**config.mk**
```make
export PLATFORM = sky130hd
export DESIGN_NAME = cla_addsub_pipe
export DESIGN_NICKNAME = d
export VERILOG_FILES = /design/src/rtl/cla_pkg.sv /design/src/rtl/cla_group.sv /design/src/rtl/cla_addsub_pipe.sv
export SDC_FILE = /design/constraint.sdc
export NUM_CORES = 1
export LEC_CHECK = 0
export CORE_MARGIN = 3
export CORE_UTILIZATION = 50
export CTS_CLUSTER_DIAMETER = 50
export DETAILED_ROUTE_END_ITERATION = 8
export PLACE_DENSITY = 0.78
export SYNTH_ARGS = -nofsm -noshare
export SYNTH_HDL_FRONTEND = slang
export SYNTH_HIERARCHICAL = 1
export SYNTH_SLANG_ARGS = --single-unit
```
**constraint.sdc**
```tcl
create_clock -name clk -period 4.1 [get_ports clk]
set_clock_uncertainty 0.2 [all_clocks]
set_input_delay 0.82 -clock clk [delete_from_list [all_inputs] [get_ports clk]]
set_output_delay 0.82 -clock clk [all_outputs]
set_load 0.005 [all_outputs]
```
**src/rtl/cla_pkg.sv**
```systemverilog
// Shared constants and elaboration helpers for the pipelined CLA adder/subtractor.
package cla_pkg;

  localparam logic MODE_ADD = 1'b0;
  localparam logic MODE_SUB = 1'b1;

  // Returns the stage count, or 0 for an illegal WIDTH/GROUP pairing.
  function automatic int cla_stages(input int width, input int group);
    if (group < 1 || width < group || (width % group) != 0) begin
      return 0;
    end
    return width / group;
  endfunction

endpackage

```
**src/rtl/cla_group.sv**
```systemverilog
// Combinational GROUP-bit carry-lookahead slice: full lookahead, no internal ripple.
module cla_group #(
  parameter int GROUP = 4
) (
  input  logic [GROUP-1:0] a,
  input  logic [GROUP-1:0] b,
  input  logic             cin,
  output logic [GROUP-1:0] sum,
  output logic             cout,
  output logic             cmsb
);

  logic [GROUP-1:0] p;
  logic [GROUP-1:0] g;
  logic [GROUP:0]   c;
  logic             prop;

  // c[i+1] = g[i] | p[i]g[i-1] | ... | p[i..0]cin, each term formed directly.
  always_comb begin
    p    = a ^ b;
    g    = a & b;
    c    = '0;
    prop = 1'b0;
    c[0] = cin;
    for (int i = 0; i < GROUP; i++) begin
      c[i+1] = g[i];
      prop   = p[i];
      for (int j = i - 1; j >= 0; j--) begin
        c[i+1] = c[i+1] | (prop & g[j]);
        prop   = prop & p[j];
      end
      c[i+1] = c[i+1] | (prop & cin);
    end
  end

  assign sum  = p ^ c[GROUP-1:0];
  assign cout = c[GROUP];
  assign cmsb = c[GROUP-1];

endmodule

```
**src/rtl/cla_addsub_pipe.sv**
```systemverilog
// Pipelined CLA adder/subtractor: one lookahead group resolved per stage, stream handshake.
module cla_addsub_pipe
  import cla_pkg::*;
#(
  parameter int WIDTH = 16,
  parameter int GROUP = 4
) (
  input  logic             clk,
  input  logic             rst_n,
  input  logic             in_valid,
  output logic             in_ready,
  input  logic [WIDTH-1:0] in_a,
  input  logic [WIDTH-1:0] in_b,
  input  logic             in_cin,
  input  logic             in_sub,
  output logic             out_valid,
  input  logic             out_ready,
  output logic [WIDTH-1:0] out_sum,
  output logic             out_cout,
  output logic             out_ovf,
  output logic             out_zero
);

  localparam int STAGES = cla_stages(WIDTH, GROUP);

  if (STAGES < 1) begin : g_bad_cfg
    $error("cla_addsub_pipe: WIDTH must be a multiple of GROUP and >= GROUP");
  end

  logic                    adv;
  logic                    sub_eff;

  logic [STAGES-1:0]       vld_q, vld_d;
  logic [STAGES-1:0]       c_q, c_d;
  logic [WIDTH-1:0]        a_q   [STAGES];
  logic [WIDTH-1:0]        b_q   [STAGES];
  logic [WIDTH-1:0]        sum_q [STAGES];
  logic [WIDTH-1:0]        a_d   [STAGES];
  logic [WIDTH-1:0]        b_d   [STAGES];
  logic [WIDTH-1:0]        sum_s [STAGES];
  logic [WIDTH-1:0]        sum_d [STAGES];
  logic [STAGES-1:0]       cin_s;
  logic                    ovf_q, ovf_d;
  logic                    zero_q, zero_d;

  logic [STAGES-1:0][GROUP-1:0] gsum;
  logic [STAGES-1:0]            gcout;
  logic                         cmsb_top;

  assign adv     = out_ready | ~out_valid;
  assign sub_eff = (in_sub == MODE_SUB);

  // Stage inputs: stage 0 takes the operand beat (B inverted for subtract), later stages the previous register.
  always_comb begin
    for (int k = 0; k < STAGES; k++) begin
      if (k == 0) begin
        a_d[k]   = in_a;
        b_d[k]   = in_b ^ {WIDTH{sub_eff}};
        cin_s[k] = in_cin ^ sub_eff;
        sum_s[k] = '0;
        vld_d[k] = in_valid;
      end else begin
        a_d[k]   = a_q[k-1];
        b_d[k]   = b_q[k-1];
        cin_s[k] = c_q[k-1];
        sum_s[k] = sum_q[k-1];
        vld_d[k] = vld_q[k-1];
      end
    end
  end

  for (genvar k = 0; k < STAGES; k++) begin : g_stage
    if (k == STAGES - 1) begin : g_top
      cla_group #(.GROUP(GROUP)) u_grp (
        .a    (a_d[k][k*GROUP +: GROUP]),
        .b    (b_d[k][k*GROUP +: GROUP]),
        .cin  (cin_s[k]),
        .sum  (gsum[k]),
        .cout (gcout[k]),
        .cmsb (cmsb_top)
      );
    end else begin : g_low
      logic cmsb_unused;
      cla_group #(.GROUP(GROUP)) u_grp (
        .a    (a_d[k][k*GROUP +: GROUP]),
        .b    (b_d[k][k*GROUP +: GROUP]),
        .cin  (cin_s[k]),
        .sum  (gsum[k]),
        .cout (gcout[k]),
        .cmsb (cmsb_unused)
      );
    end
  end

  // Merge each freshly resolved group into the forwarded partial sum; flags come from the last stage.
  always_comb begin
    for (int k = 0; k < STAGES; k++) begin
      sum_d[k]                   = sum_s[k];
      sum_d[k][k*GROUP +: GROUP] = gsum[k];
    end
    c_d    = gcout;
    ovf_d  = gcout[STAGES-1] ^ cmsb_top;
    zero_d = (sum_d[STAGES-1] == '0);
  end

  always_ff @(posedge clk or negedge rst_n) begin
    if (!rst_n) begin
      vld_q  <= '0;
      c_q    <= '0;
      ovf_q  <= 1'b0;
      zero_q <= 1'b0;
      for (int k = 0; k < STAGES; k++) begin
        a_q[k]   <= '0;
        b_q[k]   <= '0;
        sum_q[k] <= '0;
      end
    end else if (adv) begin
      vld_q  <= vld_d;
      c_q    <= c_d;
      ovf_q  <= ovf_d;
      zero_q <= zero_d;
      for (int k = 0; k < STAGES; k++) begin
        a_q[k]   <= a_d[k];
        b_q[k]   <= b_d[k];
        sum_q[k] <= sum_d[k];
      end
    end
  end

  assign in_ready  = adv;
  assign out_valid = vld_q[STAGES-1];
  assign out_sum   = sum_q[STAGES-1];
  assign out_cout  = c_q[STAGES-1];
  assign out_ovf   = ovf_q;
  assign out_zero  = zero_q;

endmodule
```
==> results of run 1 <==
-- power groups by stage --
| stage | registers, mW | logic (mW) | clock network, mW |
|---|---|---|---|
| after global placement | 1.70 | 1.71 | 0 |
| final | 1.70 | 1.76 | 0.683 |
| after global routing | 1.76 | 1.94 | 0.740 |
| after CTS | 1.71 | 1.79 | 0.697 |
| after detailed placement | 1.73 | 1.78 | 0 |
| after floorplan | 1.64 | 1.35 | 0 |
-- synth_stat cells, drive strengths merged, types with 5 or more instances --
master  count  share of area
a21oi      13          0.014
buf        14          0.026
dfrtp      98           0.53
ha         16          0.043
inv         5         0.0041
mux2       83           0.24
nor2       21          0.017
xnor2      14          0.027
xor2       16          0.030
-- path summary, 6_finish.rpt --
kind	from	endpoint	slack, ns
max in group asynchronous	rst_n	c_q[1]	2.67
worst max register to register	a_d[12]	out_zero	1.94
worst min-delay path	rst_n	a_d[47]	0.25
worst min register to register	vld_q[2]	vld_q[3]	0.29
worst max-delay path	out_ready	in_ready	1.15
min in group clk	vld_q[2]	vld_q[3]	0.29
-- registers in the layout, indices dropped and copies added (netlist names) --
signal and flops:
a_d 24, out_ovf 1, out_sum 16, b_d 24, vld_q 4, sum_d 24
out_zero 1, c_q 4
-- cell usage in the layout (no fill, tap or decap) --
| cell | instances |
|---|---|
| buf_4 | 4 |
| bufinv_16 | 2 |
| o21bai_2 | 4 |
| buf_12 | 1 |
| ha_1 | 16 |
| clkbuf_8 | 11 |
| nand2b_1 | 1 |
| o21ai_0 | 4 |
| mux2i_1 | 1 |
| mux2_2 | 33 |
| a211oi_2 | 4 |
| clkdlybuf4s50_1 | 57 |
| nor2_1 | 21 |
| xnor2_1 | 14 |
| mux2_4 | 50 |
| nand2b_4 | 1 |
| nand4_1 | 1 |
| dfrtp_1 | 98 |
| xor2_1 | 16 |
| fa_1 | 4 |
| inv_1 | 5 |
| clkbuf_1 | 2 |
| a21oi_1 | 13 |
| a21o_1 | 4 |
| nor4_1 | 4 |
-- routing by layer --
layer / vias up / routed length, µm
met5: - / 0
met4: 0 / 86
met3: 7 / 283
met2: 45 / 3360
met1: 1200 / 3500
li1: 1190 / -
-- final cells by class --
cell class	instances	area, µm²	share of cell area
multi-input cells	191	2020	0.369
well taps	108	135	0.0247
clock inverters	2	60.1	0.0110
flip-flops and latches	98	2450	0.449
repair buffers	62	621	0.114
inverters	5	18.8	0.00344
clock buffers	13	159	0.0291
-- kinds of logic (layout without fill, tap and decap cells) --
| logic type | Yosys count | in the layout | share of synthesized area |
|---|---|---|---|
| AOI/OAI and AO/OA | 29 | 29 | 0.0456 |
| xor gates and xnor gates | 30 | 30 | 0.0570 |
| adders and majority gates | 20 | 20 | 0.0608 |
| buffers and inverters | 19 | 82 | 0.0304 |
| DFF | 98 | 98 | 0.532 |
| muxes | 84 | 84 | 0.246 |
| and+or+nand+nor | 28 | 28 | 0.0282 |
-- through the flow --
stage | hold slack (ns) | power [mW] | utilization
finish | 0.252 | 4.15 | 0.617
detailed placement | 0.256 | 3.50 | 0.592
floorplan | 0.235 | 2.99 | -
global placement | 0.251 | 3.41 | 0.592
global route | 0.288 | 4.44 | 0.617
CTS | 0.260 | 4.19 | 0.617
==> results.yml, run 1 <==
run_status:
  status: "finished clean"
finish:
  fin_area_um2: 5460
  diodes: 0
  num-fill-cells: 691
  fin_cells: 479
  nets: 425
  syn_to_final_growth_pct: 18.5
  drive_gt1_frac: 0.296
global_routing:
  grt_pass1_wl_um: 12200
  grt.total_usage: 0.151
  grt_max_degree: 112
  gr-max-usage-layer: "met2"
  antenna_found_initial: 0
  grt_overflow: 0
  grt_pass1_vias: 2471
  globalRouteMet2Util: 0.231
  use_met3: 0.0348
  met1_usage: 0.214
setup_path:
  crit_top_cell: "clkdlybuf4s50_1"
  crit_cells: 3
  crit_type: "primary input to primary output"
  r2r_cells: 7
  slowest_delay_ns: 0.51
  crit_fanout: 2
  cp.arrival_ns: 1.93
  crit_chain: "clkdlybuf4s50_1 -> nand2b_4 -> clkdlybuf4s50_1"
  crit_required_ns: 3.08
  startpoint_type: "primary input"
  slowest_stage: "clkdlybuf4s50_1"
  crit_path_end_kind: "primary output"
  critPathBufInv: 2
  critPathTopFamily: "buffers and inverters"
run:
  maxCapViolCount: 0
synthesis:
  synth_edf_count: 0
  synthArstFlopShare: 1.00
  syn_inst: 308
  syn_area_um2: 4610
  synthFlopType: "dfrtp_1"
  yosysSeqAreaShare: 0.532
  synth.yosys.warnings: 6
  ys_ff_latch: 98
  synth_area_per_cell_um2: 15.0
  ys_types: 22
  syn-num-nets: 366
clock_tree:
  root_buffer: "clkbuf_8"
  cts_sinks: 98
  numCtsBuffers: 9
  cts_setup_buffers: 0
  cts_tree: "done"
  postCtsHoldBufs: 0
  path_clk_slew_ns: 0.09
  cts_resized: 0
  cts-htree-levels: 3
  clockBufferDepth: 2
  clk_latency_ns: 0.36
detailed_routing:
  vias: 2442
  drc: 0
  first_pass_iters: 4
  vias_per_cell: 5.10
  routedWlPerCell_um: 15.1
  wl_um: 7240
  drtIter0Drc: 59
  drtAntennaViolNets: 0
sta:
  slew_viol_final: 0
  finalSetupViolCount: 0
  timing.final.ws_setup_ns: 1.15
  worstMarginPinSlew_ns: 0.639
  finalHoldViolations: 0
  tns_ns: 0
  period_needed_ns: 2.95
  slew_headroom: 0.574
  post-route-period-util: 0.720
  grt_setup_unrepaired: "false"
  fmax_mhz: 339
power:
  combPwrFrac: 0.425
  p_sw_mw: 1.26
  seqPwrFrac: 0.410
  powerDensity_nw_per_um2: 759
  switching_share: 0.303
  p_leak_nw: 2.48
  p_int_mw: 2.89
  pwr-share-clk: 0.165
  peakVddDrop_v: 0.000419
place:
  io_buffers: 58
  dp_hpwl_um: 5180
  dp_worst_setup_slack_ns: 0.973
  dpl.cell_count: 464
  gp_congestion: 0.744
  place_area_um2: 5240
floorplanning:
  pin_count: 59
  start_util: 0.521
  coreArea_um2: 8850
  die-area_um2: 10400
  die_h_um: 102
  rows: 34
  fp.dieW_um: 102
worst_hold_path:
  holdCritPathClass: "primary input to async pin"
No activity file was read; power rests on OpenSTA's default activity.
==> run 2: changes to the inputs <==
Clock period 4.1 ns to 2.9 ns, I/O delays scaled along.
==> results.yml, run 2 (synthesis results as in run 1) <==
run_status:
  status: "finished clean"
clock_tree:
  cts-htree-levels: 3
  postCtsHoldBufs: 0
  cts_resized: 0
  clk_latency_ns: 0.36
  path_clk_slew_ns: 0.09
  cts_tree: "done"
  clockBufferDepth: 2
  cts_sinks: 98
  root_buffer: "clkbuf_8"
  cts_setup_buffers: 0
  numCtsBuffers: 9
setup_path:
  startpoint_type: "primary input"
  reg2reg_to: "out_zero"
  critPathLaunch: "in_sub"
  crit_chain: "clkdlybuf4s50_1 -> buf_4 -> xor2_1 -> ha_1 -> o21ai_0 -> o21bai_2 -> a21o_1 -> mux2_4"
  r2r_cells: 7
  reg2reg_from: "a_d[12]"
  crit_type: "primary input to flop"
  cp.arrival_ns: 2.57
  crit_cells: 8
  critPathTopFamily: "buffers and inverters"
  ff2ff_setup_slack_ns: 0.79
  slowest_stage: "clkdlybuf4s50_1"
  crit_required_ns: 2.94
  crit_end: "c_q[0]"
  slowest_delay_ns: 0.60
  crit_fanout: 14
  critPathBufInv: 2
  crit_path_end_kind: "flop"
floorplanning:
  die-area_um2: 10400
  die_h_um: 102
  rows: 34
  fp.dieW_um: 102
  coreArea_um2: 8850
  start_util: 0.521
  pin_count: 59
power:
  powerDensity_nw_per_um2: 1060
  p_leak_nw: 2.47
  pwr-share-clk: 0.151
  power.total_mw: 5.75
  p_int_mw: 3.98
  seqPwrFrac: 0.417
  p_sw_mw: 1.77
  peakVddDrop_v: 0.000548
  switching_share: 0.308
  combPwrFrac: 0.432
finish:
  mostFrequentLayoutCells: "dfrtp_1, clkdlybuf4s50_1, mux2_4"
  syn_to_final_growth_pct: 18.1
  drive_gt1_frac: 0.297
  diodes: 0
  nets: 424
  final_common_cell: "dfrtp_1"
  fin_util: 0.615
  fin_cells: 478
detailed_routing:
  drtIter0Drc: 69
  drc: 0
  drtAntennaViolNets: 0
  wl_met2_um: 3280
  vias_per_cell: 5.07
  routed.top_layer: "met4"
  wirelength_met1_um: 3490
  met3_wirelength_um: 246
  vias: 2422
  first_pass_iters: 7
  routedWlPerCell_um: 14.9
  wl_um: 7130
sta:
  tns_ns: 0
  post-route-period-util: 0.872
  slew_viol_final: 0
  finalSetupViolCount: 0
  finalHoldViolations: 0
  fmax_mhz: 395
  grt_setup_unrepaired: "false"
  timing.final.ws_setup_ns: 0.371
  slew_headroom: 0.567
  worstMarginPinSlew_ns: 0.649
  period_needed_ns: 2.53
run:
  maxCapViolCount: 0
global_routing:
  grt.total_usage: 0.149
  grt_pass1_wl_um: 12100
  grt_pass1_vias: 2505
  grt_overflow: 0
  grt_max_degree: 112
  antenna_found_initial: 0
place:
  dp_hpwl_um: 4990
  io_buffers: 58
  dpl.cell_count: 463
  dp_worst_setup_slack_ns: 0.000785
  gp_congestion: 0.779
worst_hold_path:
  holdCritPathClass: "primary input to async pin"
[run 2: worst register-to-register path: cells and delay by family, from the launching register on]
family	cells	cell delay, ns
AOI/OAI and AO/OA	2	0.43
xor gates and xnor gates	1	0.17
adders and majority gates	1	0.31
DFF	1	0.42
muxes	1	0.14
and+or+nand+nor	2	0.36
[run 2: stage by stage]
step                      hold slack (ns)  area [µm²]
after floorplan                    0.0844        4610
after global placement              0.256        5250
after detailed placement            0.281        5250
after CTS                          0.0533        5440
after global routing               0.0770        5440
final                              0.0455        5440
[run 2: cell type report]
| type | instances | area (µm²) |
|---|---|---|
| Tap cell | 108 | 135 |
| Clock inverter | 4 | 51.3 |
| Inverter | 5 | 18.8 |
| Sequential cell | 98 | 2450 |
| Timing Repair Buffer | 61 | 626 |
| Multi-Input combinational cell | 191 | 2020 |
| Clock buffer | 11 | 141 |
| Fill cell | 693 | 3410 |
[run 2: layer usage]
layer,track usage,vias up
li1,-,1190
met5,0,-
met4,0.0575,0
met1,0.217,1179
met2,0.221,45
met3,0.0287,8
[run 2: worst min path at each step]
stage                     startpoint        to  slack, ns
after floorplan                rst_n   a_d[12]       0.08
after global placement      vld_q[2]  vld_q[3]       0.26
after detailed placement    vld_q[2]  vld_q[3]       0.28
after CTS                      rst_n   a_d[47]       0.05
after global routing           rst_n   a_d[47]       0.08
final                          rst_n   a_d[44]       0.05
[run 2: power groups by stage]
stage,sequential (mW),clock [mW],combinational (mW)
2_1_floorplan,2.32,0,1.91
3_3_place_gp,2.41,0,2.42
3_5_place_dp,2.44,0,2.51
4_1_cts,2.41,0.891,2.52
5_1_grt,2.49,0.950,2.74
6_report,2.40,0.868,2.48
